$ cat src/rtl/bsg_mul_iterative_pkg.sv
// ============================================================================
// Module   : bsg_mul_iterative_pkg
// Purpose  : Shared op and state encodings for the multiplier request sequencer.
// Revision : 1.0
// ============================================================================
`default_nettype none

package bsg_mul_iterative_pkg;

    typedef enum logic [1:0] {
        eMUL    = 2'd0,
        eMULH   = 2'd1,
        eMULHSU = 2'd2,
        eMULHU  = 2'd3
    } mul_op_e;

    typedef enum logic [2:0] {
        eIdle  = 3'd0,
        eIssue = 3'd1,
        eWait  = 3'd2,
        eFix   = 3'd3,
        eDone  = 3'd4
    } seq_state_e;

endpackage

`default_nettype wire

$ cat src/rtl/bsg_mul_result_fixup.sv
// ============================================================================
// Module   : bsg_mul_result_fixup
// Purpose  : Selects the requested product half, or recirculates the held
//            result, and optionally subtracts a width_p-bit correction term.
// Revision : 1.0
// ============================================================================
`default_nettype none

module bsg_mul_result_fixup
    import bsg_mul_iterative_pkg::*;
#(
    parameter int width_p = 64
) (
    input  logic                   sel_product_i,
    input  mul_op_e                op_i,
    input  logic [2*width_p-1:0]   product_i,
    input  logic [width_p-1:0]     result_i,
    input  logic                   sub_en_i,
    input  logic [width_p-1:0]     subtrahend_i,
    output logic [width_p-1:0]     result_o
);

    logic [width_p-1:0] base;

    always_comb begin
        base = result_i;
        if (sel_product_i) begin
            base = (op_i == eMUL) ? product_i[width_p-1:0]
                                  : product_i[2*width_p-1:width_p];
        end
        result_o = base - (sub_en_i ? subtrahend_i : '0);
    end

endmodule

`default_nettype wire

$ cat src/rtl/bsg_mul_iterative_sequencer.sv
// ============================================================================
// Module   : bsg_mul_iterative_sequencer
// Purpose  : Accepts RISC-V multiply ops, drives the single-signedness Booth
//            multiplier, fixes up MULHSU and returns the selected half + tag.
// Revision : 1.0
// ============================================================================
`default_nettype none

module bsg_mul_iterative_sequencer
    import bsg_mul_iterative_pkg::*;
#(
    parameter int width_p     = 64,
    parameter int tag_width_p = 5
) (
    input  logic                   clk_i,
    input  logic                   reset_n_i,

    input  logic                   v_i,
    output logic                   ready_o,
    input  logic [1:0]             op_i,
    input  logic [width_p-1:0]     opA_i,
    input  logic [width_p-1:0]     opB_i,
    input  logic [tag_width_p-1:0] tag_i,

    output logic                   mul_v_o,
    input  logic                   mul_ready_i,
    output logic [width_p-1:0]     mul_opA_o,
    output logic [width_p-1:0]     mul_opB_o,
    output logic                   mul_signed_o,
    input  logic                   mul_v_i,
    input  logic [2*width_p-1:0]   mul_result_i,
    output logic                   mul_yumi_o,

    output logic                   v_o,
    output logic [width_p-1:0]     data_o,
    output logic [tag_width_p-1:0] tag_o,
    input  logic                   yumi_i
);

    seq_state_e               state_q, state_d;
    mul_op_e                  op_q, op_d;
    logic [width_p-1:0]       opa_q, opa_d;
    logic [width_p-1:0]       opb_q, opb_d;
    logic [tag_width_p-1:0]   tag_q, tag_d;
    logic [width_p-1:0]       result_q, result_d;

    logic                     sel_product;
    logic                     sub_en;
    logic [width_p-1:0]       fixup_result;

    bsg_mul_result_fixup #(
        .width_p (width_p)
    ) u_fixup (
        .sel_product_i (sel_product),
        .op_i          (op_q),
        .product_i     (mul_result_i),
        .result_i      (result_q),
        .sub_en_i      (sub_en),
        .subtrahend_i  (opb_q),
        .result_o      (fixup_result)
    );

    always_ff @(posedge clk_i or negedge reset_n_i) begin
        if (!reset_n_i) begin
            state_q  <= eIdle;
            op_q     <= eMUL;
            opa_q    <= '0;
            opb_q    <= '0;
            tag_q    <= '0;
            result_q <= '0;
        end else begin
            state_q  <= state_d;
            op_q     <= op_d;
            opa_q    <= opa_d;
            opb_q    <= opb_d;
            tag_q    <= tag_d;
            result_q <= result_d;
        end
    end

    always_comb begin
        state_d      = state_q;
        op_d         = op_q;
        opa_d        = opa_q;
        opb_d        = opb_q;
        tag_d        = tag_q;
        result_d     = result_q;
        ready_o      = 1'b0;
        mul_v_o      = 1'b0;
        mul_signed_o = 1'b0;
        mul_yumi_o   = 1'b0;
        v_o          = 1'b0;
        sel_product  = 1'b0;
        sub_en       = 1'b0;

        unique case (state_q)
            eIdle: begin
                ready_o    = 1'b1;
                // Drain any result orphaned by a reset mid-operation.
                mul_yumi_o = mul_v_i;
                if (v_i) begin
                    op_d    = mul_op_e'(op_i);
                    opa_d   = opA_i;
                    opb_d   = opB_i;
                    tag_d   = tag_i;
                    state_d = eIssue;
                end
            end
            eIssue: begin
                mul_v_o      = 1'b1;
                mul_signed_o = (op_q == eMULH);
                if (mul_ready_i) begin
                    state_d = eWait;
                end
            end
            eWait: begin
                mul_yumi_o  = mul_v_i;
                sel_product = 1'b1;
                if (mul_v_i) begin
                    result_d = fixup_result;
                    // Unsigned hi(A*B) minus B when A is negative gives hi(sA*uB).
                    state_d  = ((op_q == eMULHSU) && opa_q[width_p-1]) ? eFix : eDone;
                end
            end
            eFix: begin
                sub_en   = 1'b1;
                result_d = fixup_result;
                state_d  = eDone;
            end
            eDone: begin
                v_o = 1'b1;
                if (yumi_i) begin
                    state_d = eIdle;
                end
            end
            default: begin
                state_d = eIdle;
            end
        endcase
    end

    assign mul_opA_o = opa_q;
    assign mul_opB_o = opb_q;
    assign data_o    = result_q;
    assign tag_o     = tag_q;

endmodule

`default_nettype wire

$ cat config.mk
export PLATFORM = sky130hd
export DESIGN_NAME = bsg_mul_iterative_sequencer
export DESIGN_NICKNAME = d
export VERILOG_FILES = /design/src/rtl/bsg_mul_iterative_pkg.sv /design/src/rtl/bsg_mul_result_fixup.sv /design/src/rtl/bsg_mul_iterative_sequencer.sv
export SDC_FILE = /design/constraint.sdc
export NUM_CORES = 1
export LEC_CHECK = 0
export CAP_MARGIN = 10
export CORE_UTILIZATION = 30
export CTS_BUF_LIST = sky130_fd_sc_hd__clkbuf_4 sky130_fd_sc_hd__clkbuf_8
export CTS_CLUSTER_DIAMETER = 40
export DETAILED_ROUTE_END_ITERATION = 10
export SKIP_LAST_GASP = 1
export SLEW_MARGIN = 20
export SYNTH_ARGS = -nofsm -noshare
export SYNTH_HDL_FRONTEND = slang
export SYNTH_SLANG_ARGS = --single-unit
$ cat constraint.sdc
create_clock -name clk_i -period 5.85 [get_ports clk_i]
set_input_delay 0.8775 -clock clk_i [delete_from_list [all_inputs] [get_ports clk_i]]
set_output_delay 0.8775 -clock clk_i [all_outputs]
set_load 0.005 [all_outputs]
==> results of run 1 <==
-- report_power, final --
group / internal (mW) / leakage (nW) / switching (mW)
sequential: 2.11 / 2.42 / 0.582
combinational: 4.13 / 4.79 / 4.43
clock: 1.36 / 0.623 / 0.724
-- area by class of cell --
class / instances / area share, %
Sequential cell: 202 / 26.50
Multi-Input combinational cell: 1046 / 37.89
Inverter: 22 / 0.4329
Timing Repair Buffer: 481 / 25.38
Tap cell: 532 / 3.489
Clock buffer: 71 / 4.631
Clock inverter: 17 / 1.673
-- metrics by stage --
step,instance area (sq um),std cells,hold slack [ps]
final,19080,2371,264.7
after global routing,19080,2371,282.5
after CTS,19080,2371,269.6
after detailed placement,17870,2283,494.6
after global placement,17870,2283,489.5
after floorplan,12660,1353,494.8
-- layout by cell type, fill, tap and decap left out, types with 4 or more instances in the layout --
cell type,count
nand4_1,20
inv_1,22
a211oi_1,6
o31ai_1,4
ha_1,63
dfrtp_1,202
a21o_1,30
o21a_1,10
and3_1,4
a21oi_2,4
clkbuf_8,56
clkinv_2,5
a21oi_1,150
bufinv_16,9
o21ai_0,95
mux2i_1,62
o21bai_1,18
a31oi_1,10
clkbuf_4,15
xnor2_1,34
nor4_1,4
clkdlybuf4s50_1,469
nand2_1,179
xor2_1,28
buf_12,4
buf_4,7
nor3_1,11
nor2b_1,5
mux2_2,140
nor2_1,101
o21ai_1,8
nand3_1,12
o211ai_1,4
-- worst min-delay path by stage --
stage                   from       endpoint  slack (ps)  depth (start not counted)
2_1_floorplan      data_o[0]      data_o[0]         490                          2
3_3_place_gp   mul_opA_o[38]  mul_opA_o[38]         490                          1
3_5_place_dp   mul_opA_o[60]  mul_opA_o[60]         490                          1
4_1_cts            reset_n_i  mul_opA_o[53]         270                          1
5_1_grt            reset_n_i  mul_opA_o[53]         280                          1
6_report           reset_n_i  mul_opA_o[53]         260                          1
-- registers in the layout, indices dropped and copies added, names as in the netlist --
| signal | count |
|---|---|
| tag_o | 5 |
| state_q | 3 |
| mul_opB_o | 64 |
| mul_opA_o | 64 |
| op_q | 2 |
| data_o | 64 |
-- worst max-delay path: stages, from the launching register on --
cell      delay (ps)
dfrtp_1          430
nor2b_1          460
nor2b_4          370
buf_12           420
a21oi_1          150
ha_1             440
nand2_1           90
a21oi_2          230
a211oi_1         180
o41ai_4          560
a31oi_1          270
o21a_1           270
o21ai_2          300
a31oi_1          160
xor2_1           160
o21ai_1          140
-- cell families (layout without fill, tap and decap cells) --
| group | after synthesis | after routing | synth area share (%) |
|---|---|---|---|
| muxes | 202 | 202 | 17.36 |
| DFF | 202 | 202 | 39.93 |
| buffers and inverters | 105 | 591 | 3.202 |
| and+or+nand+nor | 356 | 356 | 11.89 |
| adders and majority gates | 64 | 64 | 6.385 |
| AOI/OAI and AO/OA | 362 | 362 | 16.94 |
| xor gates and xnor gates | 62 | 62 | 4.290 |
-- layer usage --
metal	global-route usage [%]	vias to the layer above
met1	25.61	5562
li1	-	5710
met3	6.006	81
met4	7.102	2
met2	35.03	414
met5	0	-
==> results.py, run 1 <==
metrics = {
    "status": {
        "status": "finished clean",
    },
    "logic_synthesis": {
        "edff_count_synth": 0,
        "syn_area_sq_um": 12660,
        "share_of_yosys_cell_area_claimed_by_the_top_area_cell_type_pct": 39.93,
        "synthTopCellsByCount": "dfrtp_1, nand2_1, a21oi_1, mux2_2, nor2_1",
        "syn-instance-count": 1353,
        "mappedNetlistNets": 1686,
        "seq_area_frac_synth_pct": 39.93,
        "dominantRegCellSynth": "dfrtp_1",
        "yosysTopAreaCell": "dfrtp_1",
        "synthesis_warning_total": 0,
        "synth.lib_cells_used.distinct": 57,
        "avg_inst_size_synth_sq_um": 9.356,
        "seq_cells_post_synth": 202,
        "synth.most_common_cell": "dfrtp_1",
        "synth.top_cells.by_area": "dfrtp_1, mux2_2, ha_1, a21oi_1, nand2_1",
        "postSynth.asyncResetShare_pct": 100.0,
    },
    "pwr": {
        "max-vdd-ir-drop_uv": 277.2,
        "leakage_nw": 7.832,
        "p_per_area_nw_per_um2": 699.5,
        "report.power.total_mw": 13.34,
    },
    "floorplan": {
        "core_area_sq_um": 41200,
        "core.rowCount": 74,
        "die_width_um": 207.4,
        "die_y_um": 207.4,
        "start_util_pct": 30.72,
        "die_area_sq_um": 43020,
        "num_io_pins": 471,
    },
    "timing": {
        "max_slew.worst_pin.slew_ps": 1029,
        "final_hold_viol_count": 0,
        "slew_headroom_pct": 31.17,
        "setup_total_neg_slack_ps": 0,
        "grt_setup_unrepaired": "false",
        "final.setup.worst_slack_ps": 1117,
        "timing_max_transition_violations_final": 0,
        "clock-skew-final_ps": 26.30,
        "setup_viol": 0,
        "min_period_over_period_pct": 80.91,
        "achievable-frequency_mhz": 211.3,
        "fin_crit_ps": 4733,
    },
    "clock_network": {
        "cts.clk_slew.worst_paths_ps": 50,
        "cts.repair.resized": 0,
        "cts.hold.buffers_added": 0,
        "cts_root_buf": "clkbuf_8",
        "cts_tree": "done",
        "cts-root-to-sink-buffers": 3,
        "cts_inserted_buffers": 48,
        "clock_latency_ps": 620,
        "ctsHtreeMaxLevel": 2,
        "cts_setup_buffers": 0,
        "clock_sinks": 202,
    },
    "setup_path": {
        "endpoint": "data_o[59]",
        "setup.worst_path.start": "state_q[1]",
        "critPathCaptureType": "register",
        "worstSetupStartpointType": "register",
        "critical_path.max_fanout": 116,
        "worst-r2r-cell-count": 15,
        "worstSetupPathType": "register to register",
        "critical_path.reg2reg.endpoint": "data_o[59]",
        "reg2reg_slack_ps": 1120,
        "worst_ep_required_time_ps": 6370,
        "worst-endpoint-arrival_ps": 5260,
        "critical_path.reg2reg.startpoint": "state_q[1]",
    },
    "placement": {
        "place.detailed.hpwl_mm": 35.07,
        "portBuffers": 470,
        "dpl_worst_slack_ps": 1069,
        "gpl.final_weighted_congestion": 0.8845,
    },
    "global_route": {
        "globalRouteOverflowTotal": 0,
        "antenna_found_initial": 1,
        "total_global_route_track_usage_pct": 20.91,
        "grt_start_max_net_pins": 117,
        "grt_pass1_wl_mm": 70.86,
        "first_global_vias": 12340,
    },
    "route": {
        "number_of_design_rule_violations_left_by_the_first_detailed_router_iteration": 585,
        "routed_wl_mm": 45.28,
        "first_pass_iters": 5,
        "detailroute.wirelength.met2_mm": 21.51,
        "mean_number_of_vias_per_cell": 4.964,
        "routed-via-count": 11770,
        "routed.top_layer": "met5",
        "drcViolationCount": 0,
        "wl_met3_mm": 3.312,
        "routedWlPerCell_um": 19.10,
        "route.antenna.remaining_nets": 0,
        "detail_route.wirelength.met1_mm": 19.11,
    },
    "cells_and_area": {
        "area.growth.synth_to_final_pct": 50.70,
        "final_nets": 2134,
        "multi_input_comb_area_sq_um": 7228,
        "post_route_cells_drive_above_1_share_pct": 14.08,
        "num_antenna_cells": 0,
        "register_area_sq_um": 5055,
        "utilization_pct": 46.30,
        "fillers": 3970,
    },
    "hold_path": {
        "holdCritPathClass": "input port to asynchronous set/reset pin",
    },
    "run": {
        "drv_cap": 0,
    },
}
Power figures use the tool's default switching activity.
==> run 2: changes to the inputs <==
Clock period 5.85 ns to 4.6 ns, I/O delays scaled along.
==> run 2 against run 1 <==
Against the previous run: sequential share of layout area fell by 0.13 points; non-clock buffer count is 22 higher; power increased by 27%; routed wire length grew 2.5%; utilization up 0.23 points; critical endpoint is now data_o[51].
==> results.py, run 2 (same netlist as run 1, synthesis figures left out) <==
metrics = {
    "pwr": {
        "leakage_nw": 7.897,
        "switching_share_pct": 43.43,
        "cellInternalPower_mw": 9.616,
        "power.clock.fraction_pct": 14.1,
        "max-vdd-ir-drop_uv": 327.7,
        "p_per_area_nw_per_um2": 886.6,
        "pwr-share-comb_pct": 65.7,
        "power_frac_seq_pct": 20.2,
        "power.net_switching_mw": 7.382,
    },
    "timing": {
        "max_slew.worst_pin.slew_ps": 983.3,
        "fin_crit_ps": 4268,
        "timing_max_transition_violations_final": 0,
        "achievable-frequency_mhz": 234.3,
        "setup_total_neg_slack_ps": 0,
        "grt_setup_unrepaired": "false",
        "final_hold_viol_count": 0,
        "clock-skew-final_ps": 18.84,
        "slew_headroom_pct": 34.20,
        "min_period_over_period_pct": 92.77,
        "setup_viol": 0,
    },
    "setup_path": {
        "slowest_stage": "o41ai_4",
        "cpLargestDelayFamily": "compound AO/OA/AOI/OAI gates",
        "critical_path.max_fanout": 36,
        "setup.worst_path.start": "state_q[1]",
        "critical_path.max_stage_delay_ps": 430,
        "critPathBufInv": 2,
        "worst_path_most_repeated_cell": "nor2b_1",
        "worst_ep_required_time_ps": 5130,
        "critical_path.reg2reg.startpoint": "state_q[1]",
        "worstSetupPathType": "register to register",
        "worstSetupStartpointType": "register",
        "critical_path.cell_chain": "nor2b_1 -> buf_4 -> and2_2 -> buf_12 -> nand2_1 -> ha_1 -> nor2b_1 -> o2111ai_1 -> a21oi_2 -> a211oi_1 -> o41ai_4 -> a31oi_1 -> o21a_1 -> o21ai_2 -> a21oi_1 -> xor2_1 -> o21ai_0",
        "critPathCaptureType": "register",
        "worst-endpoint-arrival_ps": 4800,
    },
    "route": {
        "route.antenna.remaining_nets": 0,
        "routedWlPerCell_um": 19.45,
        "mean_number_of_vias_per_cell": 4.981,
        "first_pass_iters": 7,
        "routed_wl_mm": 46.40,
        "number_of_design_rule_violations_left_by_the_first_detailed_router_iteration": 571,
        "routed-via-count": 11880,
        "drcViolationCount": 0,
    },
    "clock_network": {
        "clock_sinks": 202,
        "clock_latency_ps": 630,
        "cts.clk_slew.worst_paths_ps": 60,
        "cts_tree": "done",
        "cts_inserted_buffers": 47,
        "cts_root_buf": "clkbuf_8",
        "cts.hold.buffers_added": 0,
        "cts_setup_buffers": 0,
        "cts.repair.resized": 0,
        "ctsHtreeMaxLevel": 2,
        "cts-root-to-sink-buffers": 3,
    },
    "floorplan": {
        "die_width_um": 207.4,
        "num_io_pins": 471,
        "start_util_pct": 30.72,
        "core.rowCount": 74,
        "die_area_sq_um": 43020,
        "core_area_sq_um": 41200,
        "die_y_um": 207.4,
    },
    "cells_and_area": {
        "final_common_cell": "clkdlybuf4s50_1",
        "number_of_cells_in_the_finished_layout_apart_from_fillers": 2385,
        "post_route_cells_drive_above_1_share_pct": 14.73,
        "final_nets": 2155,
        "num_antenna_cells": 0,
        "most_frequent_cells_in_the_layout": "clkdlybuf4s50_1, dfrtp_1, nand2_1",
        "area.growth.synth_to_final_pct": 51.46,
    },
    "placement": {
        "gpl.final_weighted_congestion": 0.9391,
        "cell_count_post_placement": 2305,
        "portBuffers": 470,
        "place.detailed.hpwl_mm": 35.95,
    },
    "global_route": {
        "antenna_found_initial": 1,
        "grt_pass1_wl_mm": 72.19,
        "globalRouteOverflowTotal": 0,
        "first_global_vias": 12520,
        "total_global_route_track_usage_pct": 21.33,
        "grt_start_max_net_pins": 103,
    },
    "status": {
        "status": "finished clean",
    },
    "hold_path": {
        "holdCritPathClass": "input port to asynchronous set/reset pin",
    },
    "run": {
        "drv_cap": 0,
    },
}
-- run 2: cell types whose count changed in the layout (fill, tap and decap cells not counted) --
cell       delta
buf_12        +5
buf_4        +17
bufinv_16     -4
clkbuf_4      -7
clkbuf_8      +3
-- run 2: layout make-up --
cell class | instances | area (sq um)
clock inverters | 13 | 198.9
well taps | 532 | 665.6
clock buffers | 67 | 872.1
flip-flops and latches | 202 | 5055
repair buffers | 503 | 5070
fillers | 3964 | 22030
inverters | 22 | 82.58
multi-input cells | 1046 | 7228
-- run 2: layer usage --
metal	vias to the layer above	track usage, %	wire (um)	share of wire [%]
met5	-	0	13	0.028
met2	407	36.39	22330	48
met4	2	7.231	1190	2.6
met3	77	6.051	3416	7.4
met1	5647	25.64	19450	42
li1	5747	-	-	-
-- run 2: power groups by stage --
stage	Sequential, mW	Combinational (mW)	Clock [mW]
global route	3.57	12.2	2.56
CTS	3.45	11.2	2.49
floorplan	3.31	6.78	0
global placement	3.43	11.1	0
finish	3.43	11.2	2.40
detailed placement	3.46	11.2	0
-- run 2: final timing paths --
kind,endpoint,slack [ps],depth (start not counted)
max,data_o[51],330,17
min in group clk_i,mul_opA_o[42],500,1
min,mul_opA_o[51],90,1
min reg2reg,mul_opA_o[42],500,1
max reg2reg,data_o[51],330,17
max in group asynchronous,mul_opB_o[16],3390,2
-- run 2: metrics by stage --
step,util (%),hold slack [ps],instance area [sq um],worst slack [ps],power (mW)
final,46.53,94.19,19170,332.4,17.00
after global routing,46.53,151.2,19170,11.86,18.35
after CTS,46.53,126.7,19170,393.6,17.17
after detailed placement,43.93,495.2,18100,201.5,14.62
after global placement,43.93,489.2,18100,269.7,14.57
after floorplan,-,394.4,12660,368.2,10.09
